### src/rtl/flac_enc_pkg.sv
// Shared constants, FSM state type and Rice folding helper for the FLAC fixed subframe encoder.
package flac_enc_pkg;

  localparam int unsigned RES_W        = 21;
  localparam int unsigned PACK_W       = 64;
  localparam int unsigned CODEWORD_MAX = 37;

  localparam logic [2:0] SUBFRAME_FIXED = 3'b001;
  localparam logic [1:0] CODING_RICE    = 2'b00;
  localparam logic [3:0] PART_ORDER     = 4'b0000;

  typedef enum logic [2:0] {
    StIdle,
    StHeader,
    StWarmup,
    StResHdr,
    StResidual,
    StFlush,
    StDone
  } enc_state_e;

  // Zig-zag fold: 0,-1,1,-2,2 -> 0,1,2,3,4
  function automatic logic [RES_W-1:0] rice_fold(input logic signed [RES_W-1:0] r);
    return (r << 1) ^ {RES_W{r[RES_W-1]}};
  endfunction

endpackage

### src/rtl/bit_packer.sv
// MSB-first bit accumulator: takes one field of up to 32 bits per cycle and emits 16-bit words.
module bit_packer
  import flac_enc_pkg::*;
#(
  parameter logic [15:0] BASE_ADDR = 16'd0,
  parameter int unsigned ADDR_W    = 16
) (
  input  logic              clk,
  input  logic              rst,
  input  logic              start,
  input  logic [31:0]       value,
  input  logic [5:0]        len,
  input  logic              push,
  input  logic              flush,
  output logic [15:0]       word,
  output logic              we,
  output logic [ADDR_W-1:0] addr,
  output logic              has_room,
  output logic              empty
);

  logic [PACK_W-1:0] acc_q, acc_d, base;
  logic [6:0]        cnt_q, cnt_d, base_cnt;
  logic [15:0]       word_q;
  logic              we_q, shift;
  logic [ADDR_W-1:0] addr_q;
  logic [31:0]       mask;

  always_comb begin
    shift    = (cnt_q >= 7'd16) || (flush && (cnt_q != 7'd0));
    base     = shift ? (acc_q << 16) : acc_q;
    base_cnt = (cnt_q >= 7'd16) ? (cnt_q - 7'd16) : (shift ? 7'd0 : cnt_q);
    mask     = 32'((33'd1 << len) - 33'd1);
    acc_d    = base;
    cnt_d    = base_cnt;
    if (push) begin
      // Left-align the new field right below the bits already held
      acc_d = base | ({32'd0, value & mask} << (7'd64 - base_cnt - 7'(len)));
      cnt_d = base_cnt + 7'(len);
    end
  end

  always_ff @(posedge clk or posedge rst) begin
    if (rst) begin
      acc_q  <= '0;
      cnt_q  <= '0;
      word_q <= '0;
      we_q   <= 1'b0;
      addr_q <= ADDR_W'(BASE_ADDR);
    end else begin
      acc_q <= acc_d;
      cnt_q <= cnt_d;
      we_q  <= shift;
      if (shift) word_q <= acc_q[PACK_W-1 -: 16];
      if (start) addr_q <= ADDR_W'(BASE_ADDR);
      else if (we_q) addr_q <= addr_q + ADDR_W'(1);
    end
  end

  assign word     = word_q;
  assign we       = we_q;
  assign addr     = addr_q;
  assign has_room = cnt_q <= 7'(PACK_W - CODEWORD_MAX);
  assign empty    = cnt_q == 7'd0;

endmodule

### src/rtl/fixed_subframe_encoder.sv
// FLAC fixed-predictor subframe encoder (order 0..4, single-partition Rice) writing 16-bit words.
// Optional ENC_WORD_COUNT_EN adds oWordCount, the number of words written in the frame.
module fixed_subframe_encoder
  import flac_enc_pkg::*;
#(
  parameter logic [15:0] BASE_ADDR = 16'd0,
  parameter int unsigned ADDR_W    = 16
) (
  input  logic               iClock,
  input  logic               iReset,
  input  logic               iEnable,
  input  logic [15:0]        iBlockSize,
  input  logic [2:0]         iOrder,
  input  logic [3:0]         iRiceParam,
  input  logic signed [15:0] iSample,
  input  logic               iSampleValid,
  output logic               oReady,
  output logic [ADDR_W-1:0]  oWriteAddr,
  output logic [15:0]        oData,
  output logic               oWriteEnable,
  output logic               oFrameDone
`ifdef ENC_WORD_COUNT_EN
  ,
  output logic [15:0]        oWordCount
`endif
);

  enc_state_e state_q, state_d;
  logic [2:0]  order_q, order_in;
  logic [3:0]  k_q, k_in;
  logic [15:0] bs_q, idx_q, idx_d;
  logic signed [15:0] x1_q, x2_q, x3_q, x4_q;
  logic        busy_q, busy_d;
  logic [RES_W-1:0] q_rem_q, q_rem_d, u_q, u_d;

  logic        push, flush, start, has_room, empty, ready, accept;
  logic [31:0] pk_value, tail_value;
  logic [5:0]  pk_len, tail_len;
  logic signed [RES_W-1:0] s0, s1, s2, s3, s4, pred, res;
  logic [RES_W-1:0] u_new, q_new, tail_q, tail_u;

  assign order_in = (iOrder > 3'd4) ? 3'd4 : iOrder;
  assign k_in     = (iRiceParam == 4'd15) ? 4'd14 : iRiceParam;

  always_comb begin
    s0 = RES_W'(iSample);
    s1 = RES_W'(x1_q);
    s2 = RES_W'(x2_q);
    s3 = RES_W'(x3_q);
    s4 = RES_W'(x4_q);
    unique case (order_q)
      3'd0:    pred = '0;
      3'd1:    pred = s1;
      3'd2:    pred = (s1 <<< 1) - s2;
      3'd3:    pred = (s1 <<< 1) + s1 - (s2 <<< 1) - s2 + s3;
      default: pred = (s1 <<< 2) - (s2 <<< 2) - (s2 <<< 1) + (s3 <<< 2) - s4;
    endcase
    res   = s0 - pred;
    u_new = rice_fold(res);
    q_new = u_new >> k_q;
    // Terminating field: remaining (<16) zeros are implied by the length, then '1' and k bits
    tail_q     = busy_q ? q_rem_q : q_new;
    tail_u     = busy_q ? u_q : u_new;
    tail_value = (32'd1 << k_q) | (32'(tail_u) & ((32'd1 << k_q) - 32'd1));
    tail_len   = 6'(tail_q[3:0]) + 6'd1 + 6'(k_q);
  end

  always_comb begin
    state_d  = state_q;
    idx_d    = idx_q;
    busy_d   = busy_q;
    q_rem_d  = q_rem_q;
    u_d      = u_q;
    push     = 1'b0;
    flush    = 1'b0;
    start    = 1'b0;
    ready    = 1'b0;
    accept   = 1'b0;
    pk_value = '0;
    pk_len   = '0;
    unique case (state_q)
      StIdle: begin
        if (iEnable) begin
          start   = 1'b1;
          idx_d   = '0;
          busy_d  = 1'b0;
          state_d = StHeader;
        end
      end
      StHeader: begin
        if (has_room) begin
          push     = 1'b1;
          pk_value = {24'd0, 1'b0, SUBFRAME_FIXED, order_q, 1'b0};
          pk_len   = 6'd8;
          state_d  = (order_q == 3'd0) ? StResHdr : StWarmup;
        end
      end
      StWarmup: begin
        ready = has_room;
        if (ready && iSampleValid) begin
          accept   = 1'b1;
          push     = 1'b1;
          pk_value = {16'd0, iSample};
          pk_len   = 6'd16;
          idx_d    = idx_q + 16'd1;
          if (idx_d == {13'd0, order_q}) state_d = StResHdr;
        end
      end
      StResHdr: begin
        if (has_room) begin
          push     = 1'b1;
          pk_value = {22'd0, CODING_RICE, PART_ORDER, k_q};
          pk_len   = 6'd10;
          state_d  = StResidual;
        end
      end
      StResidual: begin
        if (busy_q) begin
          if (has_room) begin
            push = 1'b1;
            if (q_rem_q >= RES_W'(16)) begin
              pk_len  = 6'd16;
              q_rem_d = q_rem_q - RES_W'(16);
            end else begin
              pk_value = tail_value;
              pk_len   = tail_len;
              busy_d   = 1'b0;
              if (idx_q == bs_q) state_d = StFlush;
            end
          end
        end else begin
          ready = has_room;
          if (ready && iSampleValid) begin
            accept = 1'b1;
            push   = 1'b1;
            idx_d  = idx_q + 16'd1;
            if (q_new >= RES_W'(16)) begin
              // Long unary run: first 16 zeros now, the rest over the following cycles
              pk_len  = 6'd16;
              busy_d  = 1'b1;
              q_rem_d = q_new - RES_W'(16);
              u_d     = u_new;
            end else begin
              pk_value = tail_value;
              pk_len   = tail_len;
              if (idx_d == bs_q) state_d = StFlush;
            end
          end
        end
      end
      StFlush: begin
        if (empty) state_d = StDone;
        else flush = 1'b1;
      end
      StDone:  state_d = StIdle;
      default: state_d = StIdle;
    endcase
  end

  always_ff @(posedge iClock or posedge iReset) begin
    if (iReset) begin
      state_q <= StIdle;
      order_q <= '0;
      k_q     <= '0;
      bs_q    <= '0;
      idx_q   <= '0;
      busy_q  <= 1'b0;
      q_rem_q <= '0;
      u_q     <= '0;
      x1_q    <= '0;
      x2_q    <= '0;
      x3_q    <= '0;
      x4_q    <= '0;
    end else begin
      state_q <= state_d;
      idx_q   <= idx_d;
      busy_q  <= busy_d;
      q_rem_q <= q_rem_d;
      u_q     <= u_d;
      if (start) begin
        order_q <= order_in;
        k_q     <= k_in;
        bs_q    <= iBlockSize;
      end
      if (accept) begin
        x4_q <= x3_q;
        x3_q <= x2_q;
        x2_q <= x1_q;
        x1_q <= iSample;
      end
    end
  end

  bit_packer #(
    .BASE_ADDR(BASE_ADDR),
    .ADDR_W   (ADDR_W)
  ) u_packer (
    .clk     (iClock),
    .rst     (iReset),
    .start   (start),
    .value   (pk_value),
    .len     (pk_len),
    .push    (push),
    .flush   (flush),
    .word    (oData),
    .we      (oWriteEnable),
    .addr    (oWriteAddr),
    .has_room(has_room),
    .empty   (empty)
  );

  assign oReady     = ready;
  assign oFrameDone = state_q == StDone;

`ifdef ENC_WORD_COUNT_EN
  logic [15:0] wc_q;
  always_ff @(posedge iClock or posedge iReset) begin
    if (iReset) wc_q <= '0;
    else if (start) wc_q <= '0;
    else if (oWriteEnable) wc_q <= wc_q + 16'd1;
  end
  assign oWordCount = wc_q;
`endif

endmodule

### config.mk
export PLATFORM = sky130hd
export DESIGN_NAME = fixed_subframe_encoder
export DESIGN_NICKNAME = d
export VERILOG_FILES = /design/src/rtl/flac_enc_pkg.sv /design/src/rtl/bit_packer.sv /design/src/rtl/fixed_subframe_encoder.sv
export SDC_FILE = /design/constraint.sdc
export NUM_CORES = 1
export LEC_CHECK = 0
export CAP_MARGIN = 20
export CORE_ASPECT_RATIO = 2
export CORE_UTILIZATION = 60
export CTS_CLUSTER_DIAMETER = 50
export DETAILED_ROUTE_END_ITERATION = 8
export DONT_BUFFER_PORTS = 1
export GPL_TIMING_DRIVEN = 0
export PLACE_DENSITY = 0.87
export SYNTH_ARGS = -nofsm -noshare
export SYNTH_HDL_FRONTEND = slang
export SYNTH_SLANG_ARGS = --single-unit
### constraint.sdc
create_clock -name iClock -period 36.5 [get_ports iClock]
set_input_delay 7.3 -clock iClock [delete_from_list [all_inputs] [get_ports iClock]]
set_output_delay 7.3 -clock iClock [all_outputs]
set_load 0.02 [all_outputs]
==> results of run 1 <==
per-stage QoR:
stage                     worst slack (ns)  hold slack, ns  instance area [sq um]  cells  util [%]
after floorplan                      21.65          0.4455                  24320   3062         -
after global placement               18.77          0.4565                  24990   3592     62.35
after detailed placement             19.07          0.4665                  25060   3596     62.53
after CTS                            19.64          0.4874                  25970   3643     64.79
cell usage after synthesis (all sizes together), types with 10 or more instances:
cell	n	area, sq um
a211o	14	122.6
a211oi	23	182.7
a21boi	10	75.07
a21o	49	367.9
a21oi	175	883.4
a221o	13	130.1
a221oi	15	131.4
a22oi	22	165.2
a31oi	22	137.6
a32oi	11	96.34
and2	20	125.1
and3	29	182.7
buf	28	127.6
clkbuf	144	540.5
dfrtp	250	6256
fa	102	2042
ha	113	1414
inv	258	970.9
mux2	40	454.2
mux2i	51	510.5
nand2	412	1549
nand2b	25	156.4
nand3	76	380.4
nand4	21	131.4
nor2	241	912.1
nor2b	22	137.6
nor3	66	341.6
nor4	17	106.4
o2111ai	10	87.58
o211ai	35	276.5
o21a	22	165.2
o21ai	275	1376
o221ai	24	210.2
o22a	18	157.7
o22ai	34	212.7
o31ai	25	206.5
or2	21	131.4
or3	32	210.2
xnor2	99	867.1
xor2	60	525.5
cells by family after synthesis:
family          Yosys count
compound gates          888
xor+xnor                159
fa+ha+maj               215
buf+inv                 433
flops                   250
mux                      94
simple gates           1023
routing by layer:
metal | GRT usage, % | GRT overflow
met4 | 64.34 | 94
met3 | 44.25 | 7
met1 | 63.34 | 2
met5 | 15.42 | 0
met2 | 88.27 | 145
==> metrics, run 1 <==
synthesized cell area 24320 sq um; mux cell area share after synthesis 4.244%; Yosys cell types 99; stop err [ERROR GRT-0116] Global routing finished with congestion. Check the congestion regions in the DRC Viewer.; Die W 144.4 um; FFs w/ async S/R, synth 100.0%; FF+latch count, synth 250; Sink Count 250; Synth Area in Simple Gates 19.35%; H-tree depth 1; largest net degree at the start of global routing 127; # hold bufs at CTS 0; vias in the first global route 28920; Root Driver clkbuf_16; DPL Wire Length 81460 um; syn_nets 3320; Stopped at 5_1_grt; post-synthesis xor/xnor area fraction 5.725%; status aborted with a tool error; Die H 286.8 um; YS warnings 0; IO Pins 78; compound-gate portion of the synthesized area 23.97%; Post-Syn Instances 3062; # rows 104; GP Congestion 1.108; Total GRT Usage 65.39%; Post-synth EDFFs 0; initial core utilization 60.69%; Main synth FF type dfrtp_1; Post-CTS Setup Bufs 0; IO Port Bufs 0; Avg Cell Area, Syn 7.944 sq um; largest family of logic cells by synthesized area compound AO/OA/AOI/OAI gates; synthesized-area fraction occupied by adder cells 14.21%; gr ovfl total 248; Clock Path Buffers 3; Num CTS Buffers 26; CTS resizes 0; first-pass GRT wire length 201400 um; sequential share of the synthesized area 25.72%
==> run 2: changes to the inputs <==
Settings changed: CORE_ASPECT_RATIO 2 to unset, CORE_UTILIZATION 60 to 40, CTS_CLUSTER_DIAMETER 50 to unset, PLACE_DENSITY 0.87 to unset, PLACE_DENSITY_LB_ADDON set to 0.15.
==> run 2 against run 1 <==
Effect of this change:
- the run now ends clean
- area after synthesis unchanged
- synthesized cell count unchanged
==> metrics, run 2 <==
DPL Wire Length 69870 um (-14%); Avg Cell Area, Syn 7.944 sq um (unchanged); Die ar. 61800 sq um; Num CTS Buffers 36 (+38%); max FFs per register 64; n_diodes 0; count of final setup violators 0; Worst Max-Slew Pin Slew 1.144 ns; Slew Limit Fails 0; WP depth 32; Yosys cell types 99 (unchanged); nature of the critical path endpoint register; layout cells sized above 1 5.241%; post-synth top area cell dfrtp_1; crit start category primary input; Core Box Area 60250 sq um; drt drc 0; crit path from iSample[6]; Slowest Stage Delay on Critical Path 0.72 ns; crit-path leading delay family compound AO/OA/AOI/OAI gates; Final nets 3363; syn_nets 3320 (unchanged); R2R depth 58; FFs w/ async S/R, synth 100.0% (unchanged); RSZ-0062 raised after global routing no; status complete, no violations; CTS resizes 0 (unchanged); max-cap violations 0; IO Pins 78 (unchanged); Die H 248.6 um (-13%); # rows 90 (-13%); crit path time final 16.64 ns; initial antenna violation count 2; Arr. time, crit path 17.13 ns; Clock Path Buffers 3 (unchanged); CP max FO 10; Post-CTS Setup Bufs 0 (unchanged); Main synth FF type dfrtp_1; FF+latch count, synth 250 (unchanged); clk slew on worst S/H paths 0.06 ns; Post-Syn Instances 3062 (unchanged); CTS tree done; GP Congestion 0.9583 (-13%); CP required 36.99 ns; top-count cell post-synth nand2_1; Final Hold Viols 0; skew final 0.03028 ns; max_slew headroom 23.20%; Worst Setup Slack, final 19.86 ns; Post-synth EDFFs 0 (unchanged); Tightest Hold Check Type register to register; commonest non-fill, non-tap cell in the layout nand2_1; DRT Pass-1 Iters 9; most used cell, CP ha_1; Sink Count 250 (unchanged); sequential share of the synthesized area 25.72% (unchanged); Total GRT Usage 28.57%; Setup TNS Final 0 ns; # hold bufs at CTS 0 (unchanged); Die W 248.6 um (+72%); Post-DRT Antenna Nets 0; WP buf/inv 4; fmax 60.10 MHz; biggest regs u_packer.acc_q (64), q_rem_q (21), u_q (18); DRT Wirelength 89600 um; largest net degree at the start of global routing 90; top-area cell type share of the netlist area 25.72% (unchanged); fin crit share 45.59%; Worst path slowest cell nor2_1; H-tree depth 2 (+1); initial core utilization 40.38% (-20 points); Reg with most FFs u_packer.acc_q; synthesized cell area 24320 sq um (unchanged); DR vias 23490; most frequent cells in the layout 411 x nand2_1, 267 x o21ai_0, 255 x inv_1; Critical R2R Capture u_packer.acc_q[47]; IO Port Bufs 0 (unchanged); vias in the first global route 23100; CP endpoint u_packer.acc_q[47]; area grow syn2layout 8.976%; most frequent cells after synthesis 411 x nand2_1, 267 x o21ai_0, 256 x inv_1; Clock Latency Late Sink 0.58 ns; wire length per cell 22.91 um; Iteration-0 DRC Markers 2158; first-pass GRT wire length 137600 um; r2r startpoint x1_q[1]; YS warnings 0 (unchanged); Via density 6.005; gr ovfl total 0; r2r setup slk 20.77 ns; setup slack at placement 19.41 ns (+0.3394 ns); Crit Path Class primary input to register; Root Driver clkbuf_16; ranking of synthesized cells by area dfrtp_1 26%, fa_1 8.4%, nand2_1 6.3%, ha_1 5.8%, o21ai_0 5.5%
[run 2: cell counts after synthesis]
No cell type changed its count.
[run 2: tightest hold or removal path: stages (launching register included)]
cell and delay [ns]:
dfrtp_1 0.34, nand2_1 0.05, o21ai_0 0.06
[run 2: kinds of logic (layout without fill, tap and decap cells)]
kind of cell / count (synthesis) / after routing / synth area share (%)
AO/OA/AOI/OAI: 888 / 888 / 23.97
buffers and inverters: 433 / 500 / 6.785
AND/OR/NAND/NOR: 1023 / 1023 / 19.35
flip-flops: 250 / 250 / 25.72
adder cells (fa/ha/maj): 215 / 215 / 14.21
multiplexers: 94 / 94 / 4.244
XOR/XNOR: 159 / 159 / 5.725
[run 2: worst min-delay path by stage]
stage	start	end	cells after the start
after floorplan	u_packer.acc_q[48]	u_packer.word[0]	2
after CTS	x3_q[3]	x4_q[3]	2
final	x3_q[4]	x4_q[4]	2
after global placement	x3_q[2]	x4_q[2]	2
after detailed placement	u_packer.acc_q[60]	u_packer.word[12]	2
after global routing	u_packer.acc_q[8]	u_packer.acc_q[8]	2
[run 2: layer usage]
layer	part of all wire [%]	up-vias	global-route usage, %
met5	0.015	-	0
met1	44	11550	38.86
li1	-	10890	-
met4	2.6	2	8.287
met2	46	897	46.12
met3	7.6	145	5.349
[run 2: final cells by class]
cell class	instances	area, sq um
Multi-Input combinational cell	2379	16420
Buffer	172	668.1
Clock inverter	16	126.4
Sequential cell	250	6256
Fill cell	6185	33740
Timing Repair Buffer	5	76.32
Clock buffer	46	988.4
Tap cell	782	978.4
Inverter	261	989.7
[run 2: per-stage QoR]
step | cells | cell area, sq um | hold slack, ns | util, %
after CTS | 3910 | 26500 | 0.4769 | 43.99
after floorplan | 3062 | 24320 | 0.4455 | -
final | 3911 | 26510 | 0.4750 | 44.00
after global routing | 3911 | 26510 | 0.5048 | 44.00
after detailed placement | 3848 | 25390 | 0.4634 | 42.14
after global placement | 3844 | 25300 | 0.4612 | 42.00
Power of run 2 is left out: the tool's default activity adds up to more than one toggle a clock period on the data nets, which glitch-free logic cannot reach.
